File: src/rtl/amplitude_peak_window.sv
// rtl/amplitude_peak_window.sv - windowed peak |sample| tracker feeding the AGC divider
// Emits a one-cycle (reference, amplitude) pair at the end of each window of accepted samples.
module amplitude_peak_window #(
    parameter int SAMPLE_DATA_SIZE    = 16,
    parameter int AMPLITUDE_DATA_SIZE = 16,
    parameter int WINDOW_LOG2         = 10
) (
    input  logic                           i_clock,
    input  logic                           i_reset_n,
    input  logic                           i_enable,
    input  logic [SAMPLE_DATA_SIZE-1:0]    i_sample,
    input  logic                           i_sample_valid,
    input  logic [AMPLITUDE_DATA_SIZE-1:0] i_reference,
    output logic [AMPLITUDE_DATA_SIZE-1:0] o_amplitude,
    output logic [AMPLITUDE_DATA_SIZE-1:0] o_reference,
    output logic                           o_valid,
    output logic [WINDOW_LOG2-1:0]         o_window_count
);

    localparam int SW = SAMPLE_DATA_SIZE;
    localparam int AW = AMPLITUDE_DATA_SIZE;
    localparam int WL = WINDOW_LOG2;

    localparam logic [SW-1:0] MOST_NEG = {1'b1, {(SW-1){1'b0}}};
    localparam logic [AW-1:0] AMP_ONE  = AW'(1);

    typedef enum logic {
        ST_TRACK = 1'b0,
        ST_FLUSH = 1'b1
    } state_t;

    state_t          state_q, state_d;
    logic [AW-1:0]   abs_q, abs_d;
    logic            abs_valid_q, abs_valid_d;
    logic [AW-1:0]   peak_q, peak_d;
    logic [WL-1:0]   count_q, count_d;
    logic [AW-1:0]   amp_q, amp_d;
    logic [AW-1:0]   ref_q, ref_d;
    logic            valid_q, valid_d;

    logic [SW-1:0]   mag;
    logic [AW-1:0]   peak_max;

    // Stage 1: magnitude; the most-negative code has no positive twin, so clamp it.
    always_comb begin
        mag   = i_sample;
        abs_d = '0;
        if (i_sample[SW-1]) begin
            if (i_sample == MOST_NEG) begin
                mag = ~MOST_NEG;
            end else begin
                mag = -i_sample;
            end
        end
        abs_d[SW-2:0] = mag[SW-2:0];
        abs_valid_d   = i_sample_valid & i_enable;
    end

    assign peak_max = (abs_q > peak_q) ? abs_q : peak_q;

    // Stage 2: peak/count plus the TRACK/FLUSH control.
    always_comb begin
        state_d = i_enable ? ST_TRACK : ST_FLUSH;
        peak_d  = peak_q;
        count_d = count_q;
        amp_d   = amp_q;
        ref_d   = ref_q;
        valid_d = 1'b0;
        if (state_q == ST_FLUSH) begin
            peak_d  = '0;
            count_d = '0;
        end else if (abs_valid_q) begin
            if (count_q == {WL{1'b1}}) begin
                // A zero amplitude would make the downstream divider divide by zero.
                amp_d   = (peak_max == '0) ? AMP_ONE : peak_max;
                ref_d   = i_reference;
                valid_d = 1'b1;
                peak_d  = '0;
                count_d = '0;
            end else begin
                peak_d  = peak_max;
                count_d = count_q + WL'(1);
            end
        end
    end

    always_ff @(posedge i_clock or negedge i_reset_n) begin
        if (!i_reset_n) begin
            state_q     <= ST_TRACK;
            abs_q       <= '0;
            abs_valid_q <= 1'b0;
            peak_q      <= '0;
            count_q     <= '0;
            amp_q       <= AMP_ONE;
            ref_q       <= '0;
            valid_q     <= 1'b0;
        end else begin
            state_q     <= state_d;
            abs_q       <= abs_d;
            abs_valid_q <= abs_valid_d;
            peak_q      <= peak_d;
            count_q     <= count_d;
            amp_q       <= amp_d;
            ref_q       <= ref_d;
            valid_q     <= valid_d;
        end
    end

    assign o_amplitude    = amp_q;
    assign o_reference    = ref_q;
    assign o_valid        = valid_q;
    assign o_window_count = count_q;

endmodule

File: config.mk
export PLATFORM = sky130hd
export DESIGN_NAME = amplitude_peak_window
export DESIGN_NICKNAME = d
export VERILOG_FILES = /design/src/rtl/amplitude_peak_window.sv
export SDC_FILE = /design/constraint.sdc
export NUM_CORES = 1
export LEC_CHECK = 0
export CAP_MARGIN = 5
export CORE_MARGIN = 3
export CORE_UTILIZATION = 45
export DETAILED_ROUTE_END_ITERATION = 12
export GPL_TIMING_DRIVEN = 0
export PLACE_DENSITY = 0.72
export SYNTH_ARGS = -nofsm -noshare
export SYNTH_HDL_FRONTEND = slang
export SYNTH_SLANG_ARGS = --single-unit
export TNS_END_PERCENT = 20
File: constraint.sdc
create_clock -name i_clock -period 7 [get_ports i_clock]
set_clock_uncertainty 0.2 [all_clocks]
set_input_delay 1.05 -clock i_clock [delete_from_list [all_inputs] [get_ports i_clock]]
set_output_delay 1.05 -clock i_clock [all_outputs]
set_load 0.005 [all_outputs]
; Word level (Yosys, flattened, before mapping)
; Cells that the tools add are included.
[totals]
reg_bits = 76
inputBits = 36
output_inout_bits = 43
wordCells = 32
[classes]
addsub = 2
magnitude_cmp = 1
eq_ne = 2
mux = 14
bitwise_logic = 2
n_reduce_logical = 3
[op_table]
columns = cell, count
row1 = $mux W16, 5
row2 = $mux W10, 3
row3 = $mux W15, 2
row4 = $eq A16 B16 Y1 const B, 1
row5 = $gt A15 B16 Y1, 1
row6 = $logic_not A16 Y1, 1
row7 = $neg A15 Y15, 1
row8 = $add A10 B1 Y10 const B, 1
row9 = $eq A10 B10 Y1 const B, 1
row10 = $mux W1, 4
row11 = $reduce_and A3 Y1, 1
row12 = $reduce_bool A2 Y1, 1
row13 = $and A1 B1 Y1, 1
row14 = $not A1 Y1, 1

; Depth between registers and ports, before layout
; Gate-level depths: netlist (run 1).
[depth]
ltp_word = 5
mapped_depth = 11
mapped_depth_nobuf = 8

; Worst setup path after synthesis (run 1)
; OpenSTA, ideal clock, no wires.
[synth_path]
path_type = input to register
startpoint = in i_sample[0]
endpoint = reg abs_q[7]
setup_time_ps = 67
arrival_ps = 3387
slack_ps = 3346
stages = 10
path_buffers = 2
cell_sequence = inv_1 ha_1 or3b_1 or4_1 or3_1 or3_1 or3b_1 buf_2 buf_6 nand2_1
[synth_via]
elab_chain_len = 3
[synth_rtl]
columns = item, line
row1 = start: declaration, 11  ; input logic [SAMPLE_DATA_SIZE-1:0] i_sample,
row2 = $neg A15 Y15 or $eq A16 B16 Y1 (tied branches), "52, 49"
row3 = $mux W15 (*), 49  ; if (i_sample == MOST_NEG) begin
row4 = $mux W15 (*), 48  ; if (i_sample[SW-1]) begin
row5 = named net mag[7], 41  ; logic [SW-1:0] mag;
row6 = end signal: assignment, 99  ; abs_q <= abs_d;
row7 = end: declaration, 33  ; logic [AW-1:0] abs_q, abs_d;
; Mark *: on every way through the listed nets, which the timed path passes. The rest lies on a longest branch.
; A chain may end at the register's enable or synchronous reset.

; Worst setup path after layout (run 1)
[layout_path]
startpoint = in i_sample[0]
endpoint = reg abs_q[8]
; Same word-level chain as after synthesis.

==> summary.md, run 1 <==
| Metric | Value |
|---|---|
| Aggregate global-route resource usage | approximately 18% |
| Setup crit end kind | register |
| Vias per Instance | 5.326 |
| Fin crit period | between 3 and 4 ns |
| Most used DFF post-synth | dfrtp_1 |
| Post-CTS sizing | 0 |
| Status | complete, no violations |
| Post-synth EDFFs | 0 |
| CP Cell Sequence | clkdlybuf4s50_1 > inv_1 > ha_1 > or3b_1 > or4_1 > or3_1 > or3_1 > or3b_1 > buf_2 > buf_6 > nand2_1 |
| Final setup viols | 0 |
| Min-Delay Path Class | register to register |
| Library cells used by synthesis | 40 |
| CP bufs+invs | 4 |
| Clock tree sinks | 76 |
| Die width | about 96 um |
| Max Fclk | around 0.25 GHz |
| Final Max Tran Viols | 0 |
| Largest cells by area after synthesis | dfrtp_1 52%, ha_1 5.9%, mux2_2 5.6% |
| CTS H-tree lvls | 3 |
| Syn nets | 383 |
| Cts hold-fix bufs | 0 |
| Delay-heaviest family, CP | simple AND/OR/NAND/NOR gates |
| Core ar. | 7767 sq um |
| Die Ht | approximately 96 um |
| Final worst path period share | between 50% and 60% |
| Layout cells sized above 1 | a little under a tenth |
| Dominant cell type by area after synthesis | dfrtp_1 |
| Worst-path maximum fanout | 10 |
| Tot Pwr | about 990 uW |
| Insertion delay to the later sink of the worst-skew pair | 0.35 ns |
| VDD IR max | 131.6 uV |
| R2r startpoint | peak_q[13] |
| Port-buffer cells | 78 |
| Register area share after synthesis | between 50% and 60% |
| WL/cell | ~14 um |
| Largest net degree at the start of global routing | 66 |
| GP Congestion | approximately 0.84 |
| Initial Util | about 47% |
| Cells after Synth | between 300 and 400 |
| RSZ-0062 raised after global routing | false |
| Worst endpoint data arrival time | about 4.0 ns |
| Post-synth ARST share | 100.0% |
| Number of global-route vias before repair | approximately 2800 |
| Number of diodes | 0 |
| Worst rel slew slack | 55.43% |
| Root Buffer | clkbuf_8 |
| DIE AREA | 9162 sq um |
| FF/Latch Area | about 1900 sq um |
| Cts bufs inserted | 9 |
| Fin Hold WS | a little over 0.3 ns |
| Required time worst endpoint | a little over 7 ns |
| Final setup TNS | 0 ns |
| Initial DRC count | 100 |
| Multi-input logic area | roughly 1600 sq um |
| Share of the synthesized area in the top cell type | 51.81% |
| Post-detailed-route count of antenna-violating nets | 0 |
| Fill cells | roughly 670 |
| CTS tree | built |
| Register bit total from synthesis | 76 |
| Critical path origin | i_sample[0] |
| Total of max-cap violations | 0 |
| Deepest clock path buffer count | 2 |
| Via count of the routed design | 2807 |
| Slowest cell on crit path | clkdlybuf4s50_1 |
| Layout area overhead | 32.16% |
| Drt pass-1 iters | 4 |
| DP Wirelength | roughly 5600 um |
| CP Launch Type | primary input |
| Grt total ovfl | 0 |
| Layout net count | ~470 |
| Ys Warns | 0 |
| Crit Path Category | primary input to register |
| Leak Pwr | around 0.0022 uW |
| IO Pins | about 80 |
| Final WL | between 7000 and 8000 um |
| Post-CTS setup buffer count | 0 |
| PD cells | between 200 and 250 nW/um^2 |
| Initial antenna violation count | 0 |
| FP Rows | 32 |
| Final Hold Fails | 0 |
| Place WS | 2.692 ns |
| DRC viols | 0 |
| Slew @ Worst Pin | 0.6685 ns |
| Max stage delay on crit path | ~0.43 ns |
| Mapped cell area | 3622 sq um |
| Final setup margin | slightly above 3 ns |
| Syn_area_per_cell | ~11 sq um |
| Clock-pin slew on the worst setup and hold paths | approximately 0.070 ns |
| First-pass GRT wire length | 12650 um |
| Hold Crit Start | o_reference[7] |
-- registers in the layout, summed over array words and instances, names as in the netlist --
register / cells
abs_q: 15
abs_valid_q: 1
o_amplitude: 16
o_reference: 16
o_valid: 1
o_window_count: 10
peak_q: 16
state_q: 1
-- kinds of logic after synthesis --
group,Yosys count,synth area share [%]
AO/OA/AOI/OAI,72,12.99
XOR/XNOR,14,3.385
adder cells (fa/ha/maj),17,5.872
buffers and inverters,32,3.627
flip-flops,76,52.54
multiplexers,33,9.741
AND/OR/NAND/NOR,86,11.85
-- area by class of cell --
class	instances	share of cell area (%)
Tap cell	102	2.666
Clock inverter	5	2.091
Buffer	13	1.255
Clock buffer	11	2.744
Multi-Input combinational cell	222	33.17
Timing Repair Buffer	79	16.83
Sequential cell	76	39.75
Inverter	19	1.490
-- cell usage in the layout, fill, tap and decap left out, drive strengths merged, types with 2 or more instances in the layout --
master,netlist,routed
a21o,2,2
a21oi,21,21
a22o,16,16
a31oi,2,2
and2,4,4
and3,3,3
buf,4,6
bufinv,0,3
clkbuf,9,20
clkdlybuf4s50,0,77
clkinv,0,2
dfrtp,75,75
ha,17,17
inv,19,19
mux2,18,18
mux2i,15,15
nand2,24,24
nand3,5,5
nand4,5,5
nor2,21,21
nor2b,4,4
nor3,2,2
nor4,7,7
o21ai,17,17
o31ai,3,3
o41ai,3,3
or3,4,4
or3b,2,2
or4,4,4
xnor2,2,2
xor2,12,12
-- path summary, 6_finish.rpt --
path                                     endpoint  slack (ns)  cells past startpoint
worst max-delay path                     abs_q[8]        3.06                     11
worst min-delay path               o_reference[7]        0.31                      1
worst max register to register         peak_q[12]        3.65                     10
worst min register to register     o_reference[7]        0.31                      1
max in group asynchronous          o_amplitude[0]        5.69                      2
min in group asynchronous       o_window_count[7]        0.33                      1
-- stage by stage --
step / instances / util (%) / cell area, sq um
final: 527 / 61.63 / 4787
after global routing: 527 / 61.63 / 4787
after CTS: 527 / 61.63 / 4787
after detailed placement: 511 / 58.65 / 4556
after global placement: 510 / 58.33 / 4531
after floorplan: 330 / - / 3622
-- where the power goes --
part           switching [uW]  internal (uW)
registers                18.2            454
logic                    62.6           63.7
clock network             154            236
total                     235            754
-- cell usage after synthesis, types with 3 or more instances --
cell and n:
inv_1 19, dfrtp_1 75, ha_1 17, or3_1 4, o21ai_0 16, or4_1 4, clkbuf_1 9, nor2b_1 4
o41ai_1 3, buf_2 3, mux2_2 18, a22o_1 16, and2_1 4, xor2_1 12, nand2_1 24, and3_1 3
nand4_1 5, a21oi_1 21, mux2i_1 15, nor4_1 7, nor2_1 21, o31ai_1 3, nand3_1 5
-- worst reg2reg max path, delay by kind of cell, from the launching register on --
family / cells / cell delay [ns]
buffers and inverters: 3 / 0.76
DFF: 1 / 0.41
AOI/OAI and AO/OA: 4 / 1.02
and+or+nand+nor: 2 / 0.57
adders and majority gates: 1 / 0.29
-- per-layer routing --
metal | vias to the layer above | global-route usage (%) | share of wire, %
li1 | 1367 | - | -
met1 | 1346 | 22.23 | 46
met2 | 85 | 29.82 | 47
met3 | 9 | 4.769 | 6.1
met4 | 0 | 6.635 | 1.3
met5 | - | 0 | 0
Note: power is estimated with default switching activity, not from simulation.
==> run 2: changes to the inputs <==
--- a/config.mk
+++ b/config.mk
@@ -10,7 +10,7 @@
 export CORE_UTILIZATION = 45
 export DETAILED_ROUTE_END_ITERATION = 12
 export GPL_TIMING_DRIVEN = 0
-export PLACE_DENSITY = 0.72
+export PLACE_DENSITY = 0.75
 export SYNTH_ARGS = -nofsm -noshare
 export SYNTH_HDL_FRONTEND = slang
 export SYNTH_SLANG_ARGS = --single-unit
==> constraint.sdc (replaced) <==
create_clock -name i_clock -period 3.22 [get_ports i_clock]
set_clock_uncertainty 0.2 [all_clocks]
set_input_delay 0.483 -clock i_clock [delete_from_list [all_inputs] [get_ports i_clock]]
set_output_delay 0.483 -clock i_clock [all_outputs]
set_load 0.005 [all_outputs]
==> run 2 against run 1 <==
  * First-iteration DRC count grew 34%
  * Worst setup slack lost 3.0 ns
  * Power grew 100%
  * Cell area grew 2.2%
  * Sequential power grew 120%
  * Die area is the same
  * Non-clock buffer count grew 17
  * Largest power group unchanged
  * Highest routed layer unchanged
==> summary.md, run 2 (same netlist as run 1, synthesis figures left out) <==
| Metric | Value |
|---|---|
| Total of max-cap violations | 0 (unchanged) |
| Number of diodes | 0 (unchanged) |
| Initial Util | 46.63% (unchanged) |
| Fill cells | 647 (-2.7%) |
| Setup crit end kind | register |
| Cts bufs inserted | 9 (unchanged) |
| Drt pass-1 iters | 4 (unchanged) |
| RSZ-0062 raised after global routing | false |
| Die width | 95.72 um (unchanged) |
| Final WL | 8036 um (+5.9%) |
| Layout area overhead | 35.09% |
| P_int | 1429 uW (+90%) |
| Insertion delay to the later sink of the worst-skew pair | 0.35 ns (about the same) |
| DP Area | 4528 sq um (-0.60%) |
| First-pass GRT wire length | 13080 um (+3.4%) |
| Final Max Tran Viols | 0 (unchanged) |
| CP Launch Type | primary input |
| Clock tree sinks | 76 (unchanged) |
| GP Congestion | 0.8551 (+2.1%) |
| Reg2reg end | peak_q[13] |
| Initial antenna violation count | 0 (unchanged) |
| Final setup TNS | 0 ns (unchanged) |
| DIE AREA | 9162 sq um (unchanged) |
| Final Hold Fails | 0 (unchanged) |
| Final setup viols | 0 (unchanged) |
| Number of global-route vias before repair | 2860 (+3.1%) |
| Clock network fraction of total power | 33.6% (-5.9 points) |
| FP Rows | 32 (unchanged) |
| Vias per Instance | 5.335 (+0.15%) |
| Sw frac | 28.24% (+4.5 points) |
| Deepest clock path buffer count | 2 (unchanged) |
| Cts hold-fix bufs | 0 (unchanged) |
| Fin crit period | around 3.1 ns |
| Place WS | -0.4890 ns (-3.181 ns) |
| Crit Path Category | primary input to register |
| NetSw | 562.4 uW (+140%) |
| WL/cell | 14.77 um (+2.6%) |
| R2r startpoint | peak_q[13] |
| Aggregate global-route resource usage | 18.49% (+0.62 points) |
| Leak Pwr | 0.002266 uW (+3.4%) |
| Seq pwr share | 51.6% (+3.8 points) |
| Largest net degree at the start of global routing | 77 (+17%) |
| FF-to-FF path depth | 10 (unchanged) |
| Slew @ Worst Pin | 0.9092 ns (+0.2407 ns) |
| Final worst path period share | between 90% and 100% |
| Initial DRC count | 134 (+34%) |
| CTS H-tree lvls | 3 (unchanged) |
| PD cells | 407.0 nW/um^2 (+97%) |
| Status | complete, no violations |
| Worst-path maximum fanout | 3 (-7) |
| Max Fclk | about 0.32 GHz |
| Root Buffer | clkbuf_8 |
| Commonest cells after routing, fill and taps aside | 75 x dfrtp_1, 75 x clkdlybuf4s50_1, 24 x nand2_1 |
| Core ar. | 7767 sq um (unchanged) |
| IO Pins | 79 (unchanged) |
| Worst endpoint data arrival time | 3.22 ns (-0.81 ns) |
| Combinational cell fraction of total power | 14.7% (+1.9 points) |
| Layout net count | 490 (+3.6%) |
| Die Ht | 95.72 um (unchanged) |
| Finished Cell Area | 4893 sq um (+2.2%) |
| Number of instances in the placed design | 510 (-0.20%) |
| Final Non-Filler Cells | 544 (+3.2%) |
| Flop2flop setup slack | 0.24 ns (-3.41 ns) |
| DRC viols | 0 (unchanged) |
| Worst rel slew slack | 39.39% (-16 points) |
| Clock-pin slew on the worst setup and hold paths | 0.08 ns (about the same) |
| CTS tree | built |
| Port-buffer cells | 78 (unchanged) |
| Layout cells sized above 1 | 16.06% (+6.9 points) |
| Min-Delay Path Class | primary input to async pin |
| Via count of the routed design | 2902 (+3.4%) |
| VDD IR max | 171.2 uV (+30%) |
| Post-detailed-route count of antenna-violating nets | 0 (unchanged) |
| Layout Utilization | 63.00% (+1.4 points) |
| Grt total ovfl | 0 (unchanged) |
| DP Wirelength | 5621 um (-0.28%) |
| Required time worst endpoint | 3.31 ns (-3.78 ns) |
| Final setup margin | 0.09370 ns (-2.964 ns) |
run 2: cell types whose count changed in the layout (fill, tap and decap cells not counted), moves of 2 or more:
cell             previous run  this run
buf_2                       3         1
buf_4                       1        21
bufinv_16                   3         0
clkbuf_1                   11         6
clkbuf_2                    0         2
clkdlybuf4s50_1            77        75
clkinv_2                    2         0
clkinvlp_4                  0         2
inv_6                       0         4
or3_1                       4         2
or3_4                       0         2
or3b_1                      2         0
or3b_4                      0         2
run 2: per-stage QoR:
step                total power [uW]  hold slack (ns)
finish                          1992          0.04626
global route                    2095           0.1306
detailed placement              1316           0.2949
floorplan                       1197         -0.01259
CTS                             2001          0.08619
global placement                1308           0.2889
run 2: metal layers:
layer	GRT usage, %	part of all wire, %	wire length, um	vias to the layer above
li1	-	-	-	1405
met1	23.45	44	3501	1400
met2	30.98	49	3927	81
met3	3.362	5.5	443	16
met4	7.938	2.0	164	0
met5	0	0	0	-
run 2: final cells by class:
class                      instances  area [sq um]  share of cell area, %
sequential                        76          1903                  38.89
buffer                            11         56.30                  1.151
inverter                          19         71.32                  1.457
tap                              102         127.6                  2.608
multi-input combinational        222          1623                  33.16
clock inverter                     7         58.81                  1.202
clock buffer                       9         123.9                  2.531
timing repair buffer              98         929.6                  19.00
run 2: worst max-delay path, stage by stage:
cell and delay, ns:
dlygate4sd2_1 0.23, inv_1 0.07, buf_4 0.13, buf_4 0.11, buf_4 0.11, buf_4 0.12, buf_4 0.12, buf_4 0.12
buf_4 0.12, buf_4 0.12, buf_4 0.12, buf_4 0.12, buf_4 0.12, buf_4 0.12, buf_4 0.12, buf_4 0.12
buf_4 0.12, buf_4 0.12, buf_4 0.13, buf_4 0.12, buf_4 0.12, buf_4 0.12, nand2_1 0.04
run 2: how the worst max path moves through the flow:
stage          slack [ns]         from               to  depth (start not counted)
6_report             0.09  i_sample[0]         abs_q[0]                         23
5_1_grt              0.03  i_sample[0]         abs_q[0]                         23
4_1_cts            -0.006  i_sample[1]         abs_q[9]                         10
3_5_place_dp        -0.49  i_sample[0]        abs_q[10]                         11
3_3_place_gp        -0.99    i_reset_n  o_amplitude[14]                          1
2_1_floorplan        0.13  i_sample[0]         abs_q[7]                         10
run 2: power groups by stage:
stage / clock [uW] / combinational (uW) / sequential (uW)
floorplan: 0 / 164 / 1030
global placement: 0 / 263 / 1040
detailed placement: 0 / 270 / 1050
CTS: 683 / 291 / 1030
global route: 734 / 328 / 1030
finish: 669 / 294 / 1030
run 2: timing repair:
item	CTS	global route
setup endpoints to repair	22	33
setup buffers	20	0
pin swaps	1	1
gates resized for setup	5	12
==> run 3: changes to the inputs <==
--- a/config.mk
+++ b/config.mk
@@ -6,7 +6,7 @@
 export NUM_CORES = 1
 export LEC_CHECK = 0
 export CAP_MARGIN = 5
-export CORE_MARGIN = 3
+export CORE_MARGIN = 2
 export CORE_UTILIZATION = 45
 export DETAILED_ROUTE_END_ITERATION = 12
 export GPL_TIMING_DRIVEN = 0
==> run 3 against run 2 <==
  * Wire length is 1.5% lower
  * Global-route usage increased by 0.51 points
  * Final cell count is 3.1% lower
  * Non-clock buffer count decreased by 17
  * Largest cell class unchanged
  * Largest power group unchanged
==> summary.md, run 3 (same netlist as run 1, synthesis figures left out) <==
| Metric | Value |
|---|---|
| Final setup viols | 0 (unchanged) |
| Port-buffer cells | 78 (unchanged) |
| CP Launch Type | register |
| Final Max Tran Viols | 0 (unchanged) |
| Min-Delay Path Class | primary input to async pin |
| FP Rows | 32 (unchanged) |
| Seq pwr share | 47.4% (-4.2 points) |
| Crit Path Category | register to register |
| Insertion delay to the later sink of the worst-skew pair | 0.35 ns (about the same) |
| Via count of the routed design | 2849 (-1.8%) |
| Clock-pin slew on the worst setup and hold paths | 0.08 ns (about the same) |
| Number of instances in the placed design | 510 (unchanged) |
| Final Hold Fails | 0 (unchanged) |
| WL/cell | 15.01 um (+1.6%) |
| Fin crit period | 3.084 ns (-0.04210 ns) |
| Initial DRC count | 209 (+56%) |
| Reg2reg end | peak_q[11] |
| Required time worst endpoint | 3.30 ns (about the same) |
| Layout Utilization | 62.08% (-0.92 points) |
| Final setup TNS | 0 ns (unchanged) |
| Leak Pwr | 0.002221 uW (-2.0%) |
| First-pass GRT wire length | 13070 um (-0.11%) |
| Initial Util | 46.63% (unchanged) |
| Slew @ Worst Pin | 0.9158 ns (+0.006548 ns) |
| Cts hold-fix bufs | 0 (unchanged) |
| Worst rel slew slack | 38.95% (-0.44 points) |
| FF-to-FF path depth | 10 (unchanged) |
| Combinational cell fraction of total power | 12.8% (-1.9 points) |
| Aggregate global-route resource usage | 19.00% (+0.51 points) |
| Worst-path maximum fanout | 10 (+7) |
| Initial antenna violation count | 0 (unchanged) |
| Total of max-cap violations | 0 (unchanged) |
| Layout net count | 473 (-3.5%) |
| Final worst path period share | 95.78% (-1.3 points) |
| CTS tree | built |
| DP Area | 4528 sq um (unchanged) |
| VDD IR max | 178.9 uV (+4.5%) |
| PD cells | 449.5 nW/um^2 (+10%) |
| DP Wirelength | 5617 um (about the same) |
| DRC viols | 0 (unchanged) |
| CTS H-tree lvls | 3 (unchanged) |
| Clock network fraction of total power | 39.7% (+6.1 points) |
| Largest net degree at the start of global routing | 77 (unchanged) |
| Place WS | -0.4935 ns (-0.004516 ns) |
| Commonest cells after routing, fill and taps aside | 75 x dfrtp_1, 75 x clkdlybuf4s50_1, 24 x nand2_1 |
| Die width | 93.72 um (-2.1%) |
| Final setup margin | 0.1358 ns (+0.04210 ns) |
| Finished Cell Area | 4822 sq um (-1.5%) |
| Final Non-Filler Cells | 527 (-3.1%) |
| IO Pins | 79 (unchanged) |
| Layout area overhead | 33.13% |
| Deepest clock path buffer count | 2 (unchanged) |
| Drt pass-1 iters | 4 (unchanged) |
| Fill cells | 634 (-2.0%) |
| Max Fclk | 0.3242 GHz (+1.4%) |
| Final WL | 7912 um (-1.5%) |
| P_int | 1642 uW (+15%) |
| Setup crit end kind | register |
| DIE AREA | 8783 sq um (-4.1%) |
| Clock tree sinks | 76 (unchanged) |
| Layout cells sized above 1 | 12.24% (-3.8 points) |
| Vias per Instance | 5.406 (+1.3%) |
| GP Congestion | 0.8745 (+2.3%) |
| Number of global-route vias before repair | 2750 (-3.8%) |
| Flop2flop setup slack | 0.14 ns (-0.10 ns) |
| Die Ht | 93.72 um (-2.1%) |
| R2r startpoint | peak_q[13] |
| Core ar. | 7767 sq um (unchanged) |
| Worst endpoint data arrival time | 3.17 ns (-0.05 ns) |
| NetSw | 525.9 uW (-6.5%) |
| Number of diodes | 0 (unchanged) |
| Post-detailed-route count of antenna-violating nets | 0 (unchanged) |
| Sw frac | 24.26% (-4.0 points) |
| Status | complete, no violations |
| Grt total ovfl | 0 (unchanged) |
| Cts bufs inserted | 9 (unchanged) |
| Root Buffer | clkbuf_8 |
[run 3: cell types whose count changed in the layout (fill, tap and decap cells not counted), sizes merged]
cell / previous run / this run
buf: 23 / 7
bufinv: 0 / 3
clkinvlp: 2 / 1
dlygate4sd2: 1 / 0
dlymetal6s2s: 1 / 2
inv: 23 / 20
[run 3: metrics by stage]
stage	hold WS (ns)	total power [uW]
floorplan	-0.01259	1197
global placement	0.2898	1308
detailed placement	0.2939	1318
CTS	0.09242	2178
global route	0.1457	2260
finish	0.05655	2167
[run 3: per-layer routing]
metal | vias to the layer above | routed length (um) | global-route usage (%) | share of wire (%)
li1 | 1362 | - | - | -
met1 | 1364 | 3343 | 24.27 | 42
met2 | 110 | 3844 | 32.56 | 49
met3 | 13 | 590 | 4.013 | 7.5
met4 | 0 | 133 | 5.556 | 1.7
met5 | - | 0 | 0 | 0
[run 3: final cells by class]
cell class                 count  area [sq um]  area share [%]
clock buffer                  10         127.6           2.647
timing repair buffer          81         809.5           16.79
tap                          102         127.6           2.647
inverter                      19         71.32           1.479
buffer                        11         53.80           1.116
multi-input combinational    222          1618           33.55
sequential                    76          1903           39.47
clock inverter                 6         111.4           2.309
[run 3: critical path, stage by stage (launching register included)]
cell and delay [ns]:
dfrtp_1 0.42, inv_1 0.06, ha_1 0.30, nand4b_1 0.19, nor4_2 0.44, a21boi_0 0.23, o31a_2 0.29, and2_1 0.16
clkbuf_1 0.25, buf_2 0.29, a22o_1 0.18
[run 3: how the worst max path moves through the flow]
stage / from / end / depth (start not counted)
floorplan: i_sample[0] / abs_q[7] / 10
global placement: i_reset_n / o_amplitude[13] / 1
detailed placement: i_sample[0] / abs_q[10] / 11
CTS: i_sample[0] / abs_q[13] / 10
global route: peak_q[13] / peak_q[9] / 10
finish: peak_q[13] / peak_q[11] / 10
[run 3: what timing repair did]
item / in CTS / in global routing
pin swaps: 3 / 0
cloned: 1 / 0
resized for setup: 9 / 7
buffers inserted: 2 / 0
setup endpoints to repair: 34 / 33
[run 3: power groups by stage]
| stage | combinational (uW) | clock [uW] | sequential (uW) |
|---|---|---|---|
| global placement | 265 | 0 | 1040 |
| global route | 314 | 914 | 1030 |
| finish | 278 | 861 | 1030 |
| CTS | 277 | 873 | 1030 |
| floorplan | 164 | 0 | 1030 |
| detailed placement | 273 | 0 | 1050 |
